**config.mk**
```make
export PLATFORM = sky130hd
export DESIGN_NAME = dpmem_arbiter
export DESIGN_NICKNAME = d
export VERILOG_FILES = /design/src/rtl/dpmem_arbiter_pkg.sv /design/src/rtl/rr_arb2.sv /design/src/rtl/dpmem_arbiter.sv
export SDC_FILE = /design/constraint.sdc
export NUM_CORES = 1
export LEC_CHECK = 0
export CORE_AREA = 2 2 73 75
export DETAILED_ROUTE_END_ITERATION = 10
export DIE_AREA = 0 0 75 77
export GPL_ROUTABILITY_DRIVEN = 0
export PLACE_DENSITY = 0.87
export REMOVE_ABC_BUFFERS = 1
export SYNTH_ARGS = -nofsm -noshare
export SYNTH_HDL_FRONTEND = slang
export SYNTH_HIERARCHICAL = 1
export SYNTH_SLANG_ARGS = --single-unit
export TNS_END_PERCENT = 5
```
**constraint.sdc**
```tcl
create_clock -name clk -period 3.3 [get_ports clk]
set_clock_uncertainty 0.05 [all_clocks]
set_input_delay 0.495 -clock clk [delete_from_list [all_inputs] [get_ports clk]]
set_output_delay 0.495 -clock clk [all_outputs]
set_load 0.1 [all_outputs]
```
**src/rtl/dpmem_arbiter_pkg.sv**
```systemverilog
`default_nettype none
// ============================================================================
// Module      : dpmem_arbiter_pkg
// Description : Shared types and constants for the dual-port memory arbiter:
//               requester index type, requester count and the value the
//               round-robin priority pointers take in reset.
// Revision    : 1.0 - initial release
// ============================================================================
package dpmem_arbiter_pkg;

  // Index of a requester (0 or 1)
  typedef logic req_idx_t;

  // Number of requesters sharing each memory port
  localparam int unsigned c_num_req = 2;

  // Priority pointer value after reset: requester 0 wins first contention
  localparam req_idx_t c_ptr_rst = 1'b0;

endpackage : dpmem_arbiter_pkg
`default_nettype wire

```
**src/rtl/rr_arb2.sv**
```systemverilog
`default_nettype none
// ============================================================================
// Module      : rr_arb2
// Description : Two-way round-robin arbiter. Grants are combinational from
//               the same-cycle requests; the priority pointer moves to the
//               requester that was not granted whenever a grant is issued and
//               holds otherwise.
// Ports       : clk    - clock, pointer updates on rising edge
//               reset  - asynchronous active-high reset (pointer -> 0)
//               i_req  - request vector, bit N from requester N
//               o_gnt  - one-hot (or zero) grant vector
// Revision    : 1.0 - initial release
// ============================================================================
module rr_arb2
  import dpmem_arbiter_pkg::*;
(
  input  logic                 clk,
  input  logic                 reset,
  input  logic [c_num_req-1:0] i_req,
  output logic [c_num_req-1:0] o_gnt
);

  req_idx_t             r_ptr;
  logic [c_num_req-1:0] w_gnt;

  always_comb begin
    w_gnt = '0;
    case (i_req)
      2'b01:   w_gnt = 2'b01;
      2'b10:   w_gnt = 2'b10;
      // Contention: the pointer holder wins
      2'b11:   w_gnt = (r_ptr == 1'b1) ? 2'b10 : 2'b01;
      default: w_gnt = '0;
    endcase
  end

  // After a grant, priority passes to the other requester. w_gnt[1] is the
  // granted index whenever any grant is active.
  always_ff @(posedge clk or posedge reset) begin
    if (reset) begin
      r_ptr <= c_ptr_rst;
    end else if (|w_gnt) begin
      r_ptr <= ~w_gnt[1];
    end
  end

  assign o_gnt = w_gnt;

endmodule : rr_arb2
`default_nettype wire

```
**src/rtl/dpmem_arbiter.sv**
```systemverilog
`default_nettype none
// ============================================================================
// Module      : dpmem_arbiter
// Description : Arbitrates two write requesters and two read requesters onto
//               an external dual-port memory with registered (one-cycle) read
//               data. Write and read ports use independent round-robin
//               arbiters. Read results come back one cycle after the grant
//               tagged with the owning requester.
// Config      : DPMEM_ARB_WR_FWD_EN - when defined, a read granted in the
//               same cycle as a write to the same address returns the new
//               write data; otherwise it returns the old memory contents.
// Ports       : clk, reset                 - clock, async active-high reset
//               wN_req/wN_adr/wN_dat/wN_gnt - write requester N (N=0,1)
//               rN_req/rN_adr/rN_gnt        - read requester N
//               r_valid/r_id/r_dat          - read response
//               mem_wr_en/mem_wr_adr/mem_dat_in/mem_rd_adr - memory drive
//               mem_dat_out                 - memory registered read data
// Revision    : 1.0 - initial release
// ============================================================================
module dpmem_arbiter
  import dpmem_arbiter_pkg::*;
#(
  parameter int DATA_SIZE = 16,
  parameter int ADDR_SIZE = 16
) (
  input  logic                 clk,
  input  logic                 reset,
  input  logic                 w0_req,
  input  logic [ADDR_SIZE-1:0] w0_adr,
  input  logic [DATA_SIZE-1:0] w0_dat,
  output logic                 w0_gnt,
  input  logic                 w1_req,
  input  logic [ADDR_SIZE-1:0] w1_adr,
  input  logic [DATA_SIZE-1:0] w1_dat,
  output logic                 w1_gnt,
  input  logic                 r0_req,
  input  logic [ADDR_SIZE-1:0] r0_adr,
  output logic                 r0_gnt,
  input  logic                 r1_req,
  input  logic [ADDR_SIZE-1:0] r1_adr,
  output logic                 r1_gnt,
  output logic                 r_valid,
  output logic                 r_id,
  output logic [DATA_SIZE-1:0] r_dat,
  output logic                 mem_wr_en,
  output logic [ADDR_SIZE-1:0] mem_wr_adr,
  output logic [DATA_SIZE-1:0] mem_dat_in,
  output logic [ADDR_SIZE-1:0] mem_rd_adr,
  input  logic [DATA_SIZE-1:0] mem_dat_out
);

  logic [c_num_req-1:0] w_wgnt;
  logic [c_num_req-1:0] w_rgnt;
  logic                 r_rvalid;
  req_idx_t             r_rid;

  rr_arb2 u_wr_arb (
    .clk   (clk),
    .reset (reset),
    .i_req ({w1_req, w0_req}),
    .o_gnt (w_wgnt)
  );

  rr_arb2 u_rd_arb (
    .clk   (clk),
    .reset (reset),
    .i_req ({r1_req, r0_req}),
    .o_gnt (w_rgnt)
  );

  assign w0_gnt = w_wgnt[0];
  assign w1_gnt = w_wgnt[1];
  assign r0_gnt = w_rgnt[0];
  assign r1_gnt = w_rgnt[1];

  // Memory side: granted requester's address/data, all zero when idle
  assign mem_wr_en  = |w_wgnt;
  assign mem_wr_adr = w_wgnt[1] ? w1_adr : (w_wgnt[0] ? w0_adr : '0);
  assign mem_dat_in = w_wgnt[1] ? w1_dat : (w_wgnt[0] ? w0_dat : '0);
  assign mem_rd_adr = w_rgnt[1] ? r1_adr : (w_rgnt[0] ? r0_adr : '0);

  // Response tag tracks the memory's one-cycle read latency
  always_ff @(posedge clk or posedge reset) begin
    if (reset) begin
      r_rvalid <= 1'b0;
      r_rid    <= 1'b0;
    end else begin
      r_rvalid <= |w_rgnt;
      if (|w_rgnt) begin
        r_rid <= w_rgnt[1];
      end
    end
  end

  assign r_valid = r_rvalid;
  assign r_id    = r_rid;

`ifdef DPMEM_ARB_WR_FWD_EN
  // The memory reads old data on a same-address collision; capture the
  // write data and substitute it in the response cycle.
  logic                 r_fwd_hit;
  logic [DATA_SIZE-1:0] r_fwd_dat;

  always_ff @(posedge clk or posedge reset) begin
    if (reset) begin
      r_fwd_hit <= 1'b0;
      r_fwd_dat <= '0;
    end else begin
      r_fwd_hit <= mem_wr_en && (|w_rgnt) && (mem_wr_adr == mem_rd_adr);
      r_fwd_dat <= mem_dat_in;
    end
  end

  assign r_dat = r_fwd_hit ? r_fwd_dat : mem_dat_out;
`else
  assign r_dat = mem_dat_out;
`endif

endmodule : dpmem_arbiter
`default_nettype wire

```
==> Flow_metrics.wiki, run 1 <==
{| class="wikitable"
! Metric !! Value
|-
| DPL Wire Length || 4.12 mm
|-
| Combined area of all synthesized cells || 855 sq um
|-
| Switching power as a share of total power || 55.4%
|-
| Share of the yosys chip area belonging to registers || 11.7%
|-
| Count of different cell masters after synthesis || 15
|-
| Cell-internal power || 536 uW
|-
| Count of input and output buffers || 156
|-
| Number of placed instances with taps included || 302
|-
| Gr busiest metal || met2
|-
| Global-route wire length before repair || 6.87 mm
|-
| Finished Core Util || 57.5%
|-
| Post-cts hold buffer count || 0
|-
| Count of yosys warnings during synthesis || 6
|-
| Time the final worst path needs with I/O delays and setup || 2.95 ns
|-
| Register share of total power || 5.1%
|-
| Post-route design area || 0.00286 sq mm
|-
| Peak clock frequency supported by timing || 339 MHz
|-
| Leak Pwr || 1.20 nW
|-
| CTS H-tree depth || 1
|-
| 1st-iter DRT viols || 40
|-
| Critical path start-end classification || in -> out
|-
| Worst min path class || reg -> reg
|-
| Final Non-Filler Cells || 305
|-
| P&R area growth vs syn || 235%
|-
| Relative slew slack || 35.2%
|-
| Clock root cell || sky130_fd_sc_hd__clkbuf_8
|-
| Detailed-route vias per instance || 4.49
|-
| Slew at the pin closest to its max-slew limit || 0.969 ns
|-
| Met1 Usage GRT || 13.7%
|-
| Maximum root-to-sink buffer count || 2
|-
| Final Cycle Share || 89.4%
|-
| Maximum capacitance violations || 0
|-
| Pin count of the biggest net entering global routing || 33
|-
| Cell count after synthesis || 100
|-
| Switching power summed over all nets || 667 uW
|-
| Overall global routing resource usage || 15.1%
|-
| Per-cell routed wire length || 15.3 um
|-
| Remaining antenna violation count after routing || 0
|-
| Number of endpoints failing setup at the final stage || 0
|-
| Filler Cells Inserted || 396
|-
| Pins over their slew limit || 0
|-
| DRC || 0
|-
| CTS tree || built
|-
| CP endpoint kind || output pin
|-
| Number of antenna violations at the first check in global routing || 0
|-
| Die boundary height || 77 um
|-
| Register clock-pin slew on the reported worst setup and hold paths || 0.03 ns
|-
| Via count of the first global-routing pass || 1502
|-
| Power per cell area || 420 mW/mm^2
|-
| Avg Synthesized Cell Area || 8.55 sq um
|-
| Number of buffers created by CTS || 3
|-
| Detailed Route WL || 4.65 mm
|-
| Proportion of power drawn by combinational gates || 86.4%
|-
| Outcome || finished, final reports clean
|-
| Endpoints failing hold || 0
|-
| Setup repair after global routing missed its margin || false
|-
| Post-CTS resize count || 0
|-
| Via count of the routed design || 1369
|-
| Met2 GRT Util || 26.8%
|-
| Number of antenna cells inserted || 0
|-
| Total iterations of the first detailed-routing run || 4
|-
| Die W || 75 um
|-
| Initial Utilization || 17.2%
|-
| Number of nets in the layout || 355
|-
| Post-CTS Setup Inserts || 0
|-
| Highest ir drop seen on vdd || 0.236 mV
|-
| Required time of the worst setup path || 2.75 ns
|-
| Worst skew pair latency || 0.22 ns
|-
| Arr. time, crit path || 2.41 ns
|-
| Placed inst area || 0.00282 sq mm
|-
| TritonCTS sink count || 4
|-
| Count of pins on the block boundary || 189
|-
| Remaining Overflow, GRT || 0
|-
| Ratio of cells with drive above 1 in the final layout || 27.2%
|-
| Met3 GRT Util || 9.72%
|-
| Placeable core region || 0.00498 sq mm
|-
| Overall die area || 0.00578 sq mm
|-
| Register bit count reported by yosys || 4
|-
| Critical path startpoint category || input port
|-
| Power share of the clock group || 8.5%
|-
| Largest fanout of any net on the critical path || 28
|-
| Cell Rows || 26
|}
cell usage in the layout, fill, tap and decap left out, types with 2 or more instances in the layout:
| cell | synthesis | routed |
|---|---|---|
| sky130_fd_sc_hd__nand2_1 | 2 | 2 |
| sky130_fd_sc_hd__inv_1 | 6 | 6 |
| sky130_fd_sc_hd__nor2_1 | 2 | 2 |
| sky130_fd_sc_hd__clkdlybuf4s50_1 | 0 | 103 |
| sky130_fd_sc_hd__clkbuf_8 | 0 | 3 |
| sky130_fd_sc_hd__a21oi_1 | 2 | 2 |
| sky130_fd_sc_hd__buf_4 | 16 | 5 |
| sky130_fd_sc_hd__or2_2 | 2 | 2 |
| sky130_fd_sc_hd__dfrtp_1 | 4 | 4 |
| sky130_fd_sc_hd__buf_12 | 0 | 51 |
| sky130_fd_sc_hd__nor2b_4 | 2 | 2 |
| sky130_fd_sc_hd__a22o_1 | 47 | 47 |
| sky130_fd_sc_hd__a21boi_0 | 2 | 2 |
logic make-up (layout without fill, tap and decap cells):
family | Yosys count | in the layout | synth area share, %
AOI/OAI and AO/OA | 55 | 55 | 54.3
buffers and inverters | 33 | 168 | 27.5
DFF | 4 | 4 | 11.7
and+or+nand+nor | 8 | 8 | 6.44
final timing paths:
check / from / endpoint / slack [ns] / cells after the start
setup / recovery: w0_req / mem_dat_in[1] / 0.35 / 6
hold / removal: r_id$_DFFE_PP0P_ / r_id$_DFFE_PP0P_ / 0.44 / 1
setup reg to reg: u_rd_arb/r_ptr$_DFFE_PP0P_ / r_valid$_DFF_PP0_ / 2.03 / 4
hold reg to reg: r_id$_DFFE_PP0P_ / r_id$_DFFE_PP0P_ / 0.44 / 1
max in group asynchronous: reset / r_valid$_DFF_PP0_ / 2.62 / 2
min in group asynchronous: reset / u_wr_arb/r_ptr$_DFFE_PP0P_ / 0.45 / 2
power by group through the flow:
stage | Combinational [mW] | Sequential, mW | Clock [mW]
after global placement | 1.03 | 0.0612 | 0
after floorplan | 0.582 | 0.0826 | 0
after global routing | 1.07 | 0.0623 | 0.109
after CTS | 1.04 | 0.0614 | 0.105
after detailed placement | 1.04 | 0.0621 | 0
final | 1.04 | 0.0613 | 0.103
flip-flops by register name, summed over array words and instances (netlist names):
name,count
r_valid,1
r_id,1
u_wr_arb/r_ptr,1
u_rd_arb/r_ptr,1
critical path: stages:
cell                              delay (ns)
sky130_fd_sc_hd__clkdlybuf4s50_1        0.53
sky130_fd_sc_hd__a21boi_0               0.40
sky130_fd_sc_hd__nor2b_4                0.26
sky130_fd_sc_hd__buf_4                  0.30
sky130_fd_sc_hd__a22o_1                 0.24
sky130_fd_sc_hd__buf_12                 0.18
cell type report:
class,instances,area (sq um),area share (%)
multi-input combinational,63,523,18.3
sequential,4,100,3.49
tap,70,87.6,3.06
clock buffer,3,41.3,1.44
timing repair buffer,159,2090,73.0
inverter,6,22.5,0.786
cell usage after synthesis (all sizes together):
| master | count | area, sq um |
|---|---|---|
| nor2 | 2 | 7.51 |
| a22o | 47 | 412 |
| buf | 27 | 213 |
| or2 | 2 | 12.5 |
| nand2 | 2 | 7.51 |
| dfrtp | 4 | 100 |
| inv | 6 | 22.5 |
| o21ai | 1 | 5.00 |
| nor2b | 2 | 27.5 |
| a21boi | 4 | 30.0 |
| a21oi | 2 | 10.0 |
| a21o | 1 | 7.51 |
through the flow:
stage / TNS [ns] / power, mW / hold WS, ns / worst slack, ns
2_1_floorplan: -82.11 / 0.665 / 0.174 / -2.83
3_3_place_gp: 0 / 1.10 / 0.416 / 0.452
3_5_place_dp: 0 / 1.11 / 0.436 / 0.340
4_1_cts: 0 / 1.21 / 0.443 / 0.331
5_1_grt: 0 / 1.24 / 0.458 / 0.219
6_report: 0 / 1.20 / 0.438 / 0.349
routing by layer:
| layer | vias to the layer above | part of all wire (%) |
|---|---|---|
| li1 | 641 | - |
| met5 | - | 0 |
| met2 | 127 | 53 |
| met4 | 0 | 0.39 |
| met1 | 599 | 30 |
| met3 | 2 | 17 |
No activity file was read; power rests on OpenSTA's default activity.
==> run 2, diff against run 1 <==
--- a/config.mk
+++ b/config.mk
@@ -15,4 +15,3 @@
 export SYNTH_HDL_FRONTEND = slang
 export SYNTH_HIERARCHICAL = 1
 export SYNTH_SLANG_ARGS = --single-unit
-export TNS_END_PERCENT = 5
==> results of run 2 <==
The final DEF is identical to that of run 1; final timing and power are the same.
